<file path="src/rtl/npu_pkg.sv">
// Shared types and register-map constants for the NPU accelerator control block.
package npu_pkg;

    typedef enum logic [1:0] {
        StIdle  = 2'd0,
        StStart = 2'd1,
        StRun   = 2'd2,
        StAbort = 2'd3
    } npu_state_e;

    // Register index, taken from addr[25:24]
    localparam logic [1:0] RegCtrl   = 2'd0;
    localparam logic [1:0] RegStart  = 2'd1;
    localparam logic [1:0] RegCycles = 2'd2;
    localparam logic [1:0] RegStatus = 2'd3;

    localparam int unsigned CtrlRunBit  = 0;
    localparam int unsigned CtrlStopBit = 1;
    localparam int unsigned CtrlAddrLsb = 16;

    localparam int unsigned StatBusyBit  = 0;
    localparam int unsigned StatAbortBit = 1;
    localparam int unsigned StatErrBit   = 2;
    localparam int unsigned StatStateLsb = 4;

endpackage

</file>
<file path="src/rtl/npu_bus_slave_if.sv">
// Valid/ready register-slave front end: one-cycle ack pulse, registered read data from a
// four-entry read mux, and a write command presented to the register block in the ack cycle.
module npu_bus_slave_if (
    input  logic             clock_i,
    input  logic             reset_i,
    input  logic             valid_i,
    output logic             ready_o,
    input  logic [3:0]       wstrb_i,
    input  logic [31:0]      addr_i,
    input  logic [31:0]      wdata_i,
    output logic [31:0]      rdata_o,
    input  logic [3:0][31:0] rd_regs_i,
    output logic             wr_en_o,
    output logic [1:0]       wr_sel_o,
    output logic [3:0]       wr_strb_o,
    output logic [31:0]      wr_data_o
);

    logic        ready_q, ready_d;
    logic [31:0] rdata_q, rdata_d;
    logic        wr_en_q, wr_en_d;
    logic [1:0]  wr_sel_q, wr_sel_d;
    logic [3:0]  wr_strb_q, wr_strb_d;
    logic [31:0] wr_data_q, wr_data_d;
    logic        accept;
    logic [1:0]  sel;
    logic        unused_addr;

    assign sel         = addr_i[25:24];
    // A held valid is only re-accepted after ready has dropped for one cycle
    assign accept      = valid_i && !ready_q;
    assign unused_addr = ^{addr_i[31:26], addr_i[23:0]};

    always_comb begin
        ready_d   = accept;
        rdata_d   = '0;
        wr_en_d   = accept && (wstrb_i != 4'b0000);
        wr_sel_d  = wr_sel_q;
        wr_strb_d = wr_strb_q;
        wr_data_d = wr_data_q;
        if (accept) begin
            wr_sel_d  = sel;
            wr_strb_d = wstrb_i;
            wr_data_d = wdata_i;
            if (wstrb_i == 4'b0000) begin
                rdata_d = rd_regs_i[sel];
            end
        end
    end

    always_ff @(posedge clock_i) begin
        if (reset_i) begin
            ready_q   <= 1'b0;
            rdata_q   <= '0;
            wr_en_q   <= 1'b0;
            wr_sel_q  <= '0;
            wr_strb_q <= '0;
            wr_data_q <= '0;
        end else begin
            ready_q   <= ready_d;
            rdata_q   <= rdata_d;
            wr_en_q   <= wr_en_d;
            wr_sel_q  <= wr_sel_d;
            wr_strb_q <= wr_strb_d;
            wr_data_q <= wr_data_d;
        end
    end

    assign ready_o   = ready_q;
    assign rdata_o   = rdata_q;
    assign wr_en_o   = wr_en_q;
    assign wr_sel_o  = wr_sel_q;
    assign wr_strb_o = wr_strb_q;
    assign wr_data_o = wr_data_q;

endmodule

</file>
<file path="src/rtl/npu_acc_ctrl.sv">
// Control/status register block for the NPU accelerator: turns host CTRL writes into
// start/abort pulses for the core and exposes start address, run cycles and status.
module npu_acc_ctrl
    import npu_pkg::*;
#(
    parameter int unsigned ADDR_W        = 16,
    parameter int unsigned CNT_W         = 32,
    parameter int unsigned ABORT_TIMEOUT = 1024
) (
    input  logic              clock_i,
    input  logic              reset_i,
    input  logic              valid_i,
    output logic              ready_o,
    input  logic [3:0]        wstrb_i,
    input  logic [31:0]       addr_i,
    input  logic [31:0]       wdata_i,
    output logic [31:0]       rdata_o,
    output logic              core_start_o,
    output logic [ADDR_W-1:0] core_start_addr_o,
    output logic              core_abort_o,
    input  logic              core_done_i
);

    localparam int unsigned TmoW = (ABORT_TIMEOUT > 1) ? $clog2(ABORT_TIMEOUT) : 1;
    localparam logic [TmoW-1:0] TmoLast = TmoW'(ABORT_TIMEOUT - 1);

    npu_state_e        state_q, state_d;
    logic [ADDR_W-1:0] start_addr_q, start_addr_d;
    logic [CNT_W-1:0]  cyc_q, cyc_d;
    logic [TmoW-1:0]   tmo_q, tmo_d;
    logic              err_q, err_d;
    logic              start_q, start_d;
    logic              abort_q, abort_d;

    logic              wr_en;
    logic [1:0]        wr_sel;
    logic [3:0]        wr_strb;
    logic [31:0]       wr_data;
    logic [3:0][31:0]  rd_regs;
    logic              ctrl_wr, run_cmd, stop_cmd, busy, aborting;
    logic [15:0]       addr16, addr16_wr;
    logic              unused_wr;

    npu_bus_slave_if u_bus (
        .clock_i   (clock_i),
        .reset_i   (reset_i),
        .valid_i   (valid_i),
        .ready_o   (ready_o),
        .wstrb_i   (wstrb_i),
        .addr_i    (addr_i),
        .wdata_i   (wdata_i),
        .rdata_o   (rdata_o),
        .rd_regs_i (rd_regs),
        .wr_en_o   (wr_en),
        .wr_sel_o  (wr_sel),
        .wr_strb_o (wr_strb),
        .wr_data_o (wr_data)
    );

    assign unused_wr = ^{wr_data[15:2], wr_strb[1]};
    assign busy      = (state_q != StIdle);
    assign aborting  = (state_q == StAbort);
    assign addr16    = 16'(start_addr_q);

    // STOP wins over RUN in the same write
    assign ctrl_wr  = wr_en && (wr_sel == RegCtrl);
    assign stop_cmd = ctrl_wr && wr_strb[0] && wr_data[CtrlStopBit];
    assign run_cmd  = ctrl_wr && wr_strb[0] && wr_data[CtrlRunBit] && !wr_data[CtrlStopBit];

    always_comb begin
        addr16_wr = addr16;
        if (wr_strb[2]) addr16_wr[7:0]  = wr_data[CtrlAddrLsb +: 8];
        if (wr_strb[3]) addr16_wr[15:8] = wr_data[CtrlAddrLsb + 8 +: 8];
    end

    always_comb begin
        rd_regs                        = '0;
        rd_regs[RegCtrl]               = {addr16, 14'd0, aborting, busy};
        rd_regs[RegStart]              = 32'(start_addr_q);
        rd_regs[RegCycles]             = 32'(cyc_q);
        rd_regs[RegStatus][StatBusyBit]  = busy;
        rd_regs[RegStatus][StatAbortBit] = aborting;
        rd_regs[RegStatus][StatErrBit]   = err_q;
        rd_regs[RegStatus][StatStateLsb +: 4] = {2'b00, state_q};
    end

    always_comb begin
        state_d      = state_q;
        start_addr_d = start_addr_q;
        cyc_d        = cyc_q;
        tmo_d        = tmo_q;
        err_d        = err_q;
        start_d      = 1'b0;
        abort_d      = 1'b0;

        // Address is frozen while a job is in flight
        if (ctrl_wr && state_q == StIdle) begin
            start_addr_d = ADDR_W'(addr16_wr);
        end
        if (run_cmd && state_q != StIdle) begin
            err_d = 1'b1;
        end

        case (state_q)
            StIdle: begin
                if (run_cmd) begin
                    state_d = StStart;
                    cyc_d   = '0;
                    err_d   = 1'b0;
                end
            end
            StStart: begin
                state_d = StRun;
                start_d = 1'b1;
            end
            StRun: begin
                if (cyc_q != '1) cyc_d = cyc_q + CNT_W'(1);
                if (core_done_i) begin
                    state_d = StIdle;
                end else if (stop_cmd) begin
                    state_d = StAbort;
                    abort_d = 1'b1;
                    tmo_d   = '0;
                end
            end
            StAbort: begin
                tmo_d = tmo_q + TmoW'(1);
                if (core_done_i || tmo_q == TmoLast) state_d = StIdle;
            end
            default: state_d = StIdle;
        endcase
    end

    always_ff @(posedge clock_i) begin
        if (reset_i) begin
            state_q      <= StIdle;
            start_addr_q <= '0;
            cyc_q        <= '0;
            tmo_q        <= '0;
            err_q        <= 1'b0;
            start_q      <= 1'b0;
            abort_q      <= 1'b0;
        end else begin
            state_q      <= state_d;
            start_addr_q <= start_addr_d;
            cyc_q        <= cyc_d;
            tmo_q        <= tmo_d;
            err_q        <= err_d;
            start_q      <= start_d;
            abort_q      <= abort_d;
        end
    end

    assign core_start_o      = start_q;
    assign core_abort_o      = abort_q;
    assign core_start_addr_o = start_addr_q;

endmodule

</file>
<file path="config.mk">
export PLATFORM = sky130hd
export DESIGN_NAME = npu_acc_ctrl
export DESIGN_NICKNAME = d
export VERILOG_FILES = /design/src/rtl/npu_pkg.sv /design/src/rtl/npu_bus_slave_if.sv /design/src/rtl/npu_acc_ctrl.sv
export SDC_FILE = /design/constraint.sdc
export NUM_CORES = 1
export LEC_CHECK = 0
export BUFFER_PORTS_ARGS = -buffer_cell sky130_fd_sc_hd__clkbuf_2
export CAP_MARGIN = 10
export CORE_UTILIZATION = 53
export DETAILED_ROUTE_END_ITERATION = 10
export MAX_ROUTING_LAYER = met4
export PLACE_DENSITY = 0.79
export SLEW_MARGIN = 20
export SYNTH_ARGS = -nofsm -noshare
export SYNTH_HDL_FRONTEND = slang
export SYNTH_SLANG_ARGS = --single-unit
</file>
<file path="constraint.sdc">
create_clock -name clock_i -period 3.1 [get_ports clock_i]
set_input_delay 0.62 -clock clock_i [delete_from_list [all_inputs] [get_ports clock_i]]
set_output_delay 0.62 -clock clock_i [all_outputs]
set_load 0.005 [all_outputs]
</file>
==> results.cfg <==
[run_status]
status = completed

[floorplan]
io_pins = 123
fp.coreArea_mm2 = 0.00933
die_h_um = 101
die_area_mm2 = 0.0102
core.rowCount = 35
die-width_um = 101
initial_core_util_pct = 55.5

[cts]
root_buffer = clkbuf_8
clk_latency_ps = 520
cts_hold_buf = 0
ctsResizeCount = 0
cts_htree_levels = 4
cts_inserted_buffers = 17
cts_buffer_depth = 2
path_clk_slew_ps = 60
clock_sinks = 120
post_cts_buffers = 0
cts_tree = yes

[grt]
grt_antenna_before_repair = 0
gr-total-overflow = 0
grt_usage_pct = 30.1
grt_max_degree = 47
first_global_vias = 4688
grt_pass1_wl_mm = 22.8

[timing]
worst_hold_slack_ps = 306
timing.final.crit_share_pct = 84.5
setup_viol_count_final = 0
fin_crit_ps = 2620
tns_ps = 0
tightest_slew_ps = 1070
finClkSkew_ps = 9.81
rsz0062_at_grt = no
hold_viol_final = 0
maxSlewViolCount = 0
max_slew_margin_pct = 28.3
clock.fmax_mhz = 382

[min_path]
worstHoldEndpoint = u_bus.ready_o
hold_path.class = primary input to register
hold_depth = 2
hold_start = reset_i

[routing]
ant_nets = 0
drtPass1Iterations = 5
avgRoutedWirePerCell_um = 17.6
drcViolationCount = 0
drt_iter0_markers = 401
viasPerCell = 6.09
wl_mm = 14.4
vias = 4979

[synthesis]
syn_area_per_cell_um2 = 8.46
synthSimpleGateAreaFrac_pct = 23.5
synth_xor_area_share_pct = 0
synth_compound_area_share_pct = 17.6
synth_adder_area_share_pct = 0.484
synth_cells = 612
synth_top_family_by_area = simple AND/OR/NAND/NOR gates
yosys.area.top_type = dfxtp_1
yosys_warnings = 0
syn_nets = 686
synthMuxAreaShare_pct = 7.81
yosysSeqAreaShare_pct = 46.4
netlist_area_mm2 = 0.00517
yosys-top-cells-area = dfxtp_1 (46%), mux2i_1 (7.2%), nor2_1 (6.0%), nand2_1 (5.7%), a21oi_1 (4.7%)
ys_seq_elements = 120
yosysTopAreaCellShare_pct = 46.4
ys_types = 48

[critical_path]
rrSetupSlack_ps = 480
rr_endpoint = cyc_q[18]
r2r_start = cyc_q[0]
crit_slowest_cell = or3_2
path_buf_inv = 1
startpoint_type = register
cp_data_required_time_ps = 3510
crit_type = register to register
worstPathArrival_ps = 3030
path_max_fanout = 14
critPathTopFamily = simple AND/OR/NAND/NOR gates
critPathMaxStageDelay_ps = 560
cp_cell_sequence = ha_1, nand3_1, or3_2, nor3_1, nor2_1, buf_4, a311oi_1
end_kind = register
rr_worst_depth = 7

[power]
swShare_pct = 24.2
clkPwrFrac_pct = 51.2
p_comb_share_pct = 3.4
power.share.sequential_pct = 45.5
irDropWorstVdd_mv = 0.381
switchingPower_uw = 840
p_per_area_mw_per_mm2 = 560
p_leak_uw = 0.00224
p_int_uw = 2630

[final_layout]
num_antenna_cells = 0
synthToLayoutAreaGrowth_pct = 19.5
fillerInstances = 758
finalNonFillerCells = 817
drive_gt1_share_pct = 20.9
nNetsFinal = 749

[placed_design]
gp_congestion = 0.915
dp.cells = 785
dp_hpwl_mm = 9.60
port_buffers = 78

[job]
max_cap_violations = 0
==> cell usage after synthesis, drive strengths merged <==
cell type / n
nor4: 9
nand3: 18
a21oi: 49
a311oi: 17
nand2: 79
nor3b: 2
and4: 1
o21ba: 2
o31ai: 4
o21a: 6
mux2i: 37
o211ai: 2
nor2b: 5
nand2b: 3
o32a: 1
a41oi: 2
a211oi: 9
clkbuf: 40
o311ai: 1
a21o: 1
nor4bb: 1
or4: 5
o21ai: 21
dfxtp: 120
or3: 10
nor3: 10
mux2: 3
o41ai: 1
ha: 2
or2: 6
nor2: 83
inv: 5
nand4: 14
a31oi: 10
nand3b: 2
and2: 7
a22oi: 15
buf: 9
==> through the flow <==
stage	util, %	instance area [um2]	total power [uW]	setup slack, ps
6_report	66.3	6190	3470	481
5_1_grt	66.3	6190	3570	333
4_1_cts	66.3	6190	3480	521
3_5_place_dp	60.5	5640	1720	573
3_3_place_gp	60.5	5640	1720	679
2_1_floorplan	-	5170	1680	893
==> final cells by class <==
cell class	count	area, um2	area share, %
multi-input combinational	438	2560	41.3
sequential	120	2400	38.8
timing repair buffer	93	503	8.13
clock buffer	18	428	6.92
tap	129	161	2.61
clock inverter	14	116	1.88
inverter	5	18.8	0.303
==> power groups by stage <==
stage	clock network (uW)	logic, uW	registers, uW
after floorplan	0	75.8	1610
after global placement	0	110	1610
after detailed placement	0	115	1610
after CTS	1790	115	1580
after global routing	1860	128	1580
final	1770	117	1580
==> routing by layer <==
| metal | wire length, um | GRT usage, % |
|---|---|---|
| met4 | 434 | 13.2 |
| met2 | 6870 | 48.3 |
| met1 | 5930 | 36.8 |
| met3 | 1120 | 6.24 |
| met5 | 0 | - |
==> cell families after synthesis <==
logic type                 after synthesis
buffers and inverters                   54
AOI/OAI and AO/OA                      141
DFF                                    120
muxes                                   40
and+or+nand+nor                        255
adders and majority gates                2
==> worst register-to-register path, stage by stage, from the launching register on <==
cell	delay, ps
dfxtp_1	420
ha_1	240
nand3_1	260
or3_2	560
nor3_1	250
nor2_1	220
buf_4	260
a311oi_1	300
==> placed cells by master (no fill, tap or decap), types with 6 or more instances in the layout <==
master,synthesis,routed
buf_4,0,15
a22oi_1,15,15
a31oi_1,10,10
nand2_1,79,79
o21a_1,6,6
nor3_1,10,10
or3_1,8,8
nor4_1,7,7
clkinv_4,0,6
o21ai_0,21,21
or2_2,6,6
clkbuf_2,0,78
and2_1,6,6
dfxtp_1,120,120
nand4_1,12,12
mux2i_1,37,37
a211oi_1,9,9
nand3_1,18,18
a21oi_1,49,49
nor2_1,83,83
clkbuf_16,0,16
a311oi_1,16,16
==> flip-flops by register name, summed over array words and instances (netlist names), named ones only <==
| name | cells |
|---|---|
| cyc_q | 32 |
| u_bus.rdata_o | 32 |
| u_bus.wr_data_o | 18 |
| core_start_addr_o | 16 |
| tmo_q | 10 |
| u_bus.wr_strb_o | 3 |
| state_q | 2 |
| u_bus.wr_sel_o | 2 |
| core_abort_o | 1 |
| core_start_o | 1 |
| u_bus.ready_o | 1 |
| u_bus.wr_en_o | 1 |
==> worst max path at each step <==
stage,start,cells past startpoint,to
finish,cyc_q[0],7,cyc_q[18]
global route,cyc_q[1],7,cyc_q[18]
CTS,cyc_q[1],7,cyc_q[11]
detailed placement,cyc_q[1],7,cyc_q[18]
global placement,cyc_q[1],7,cyc_q[17]
floorplan,cyc_q[9],6,cyc_q[27]
(Power assumes the default switching activity.)
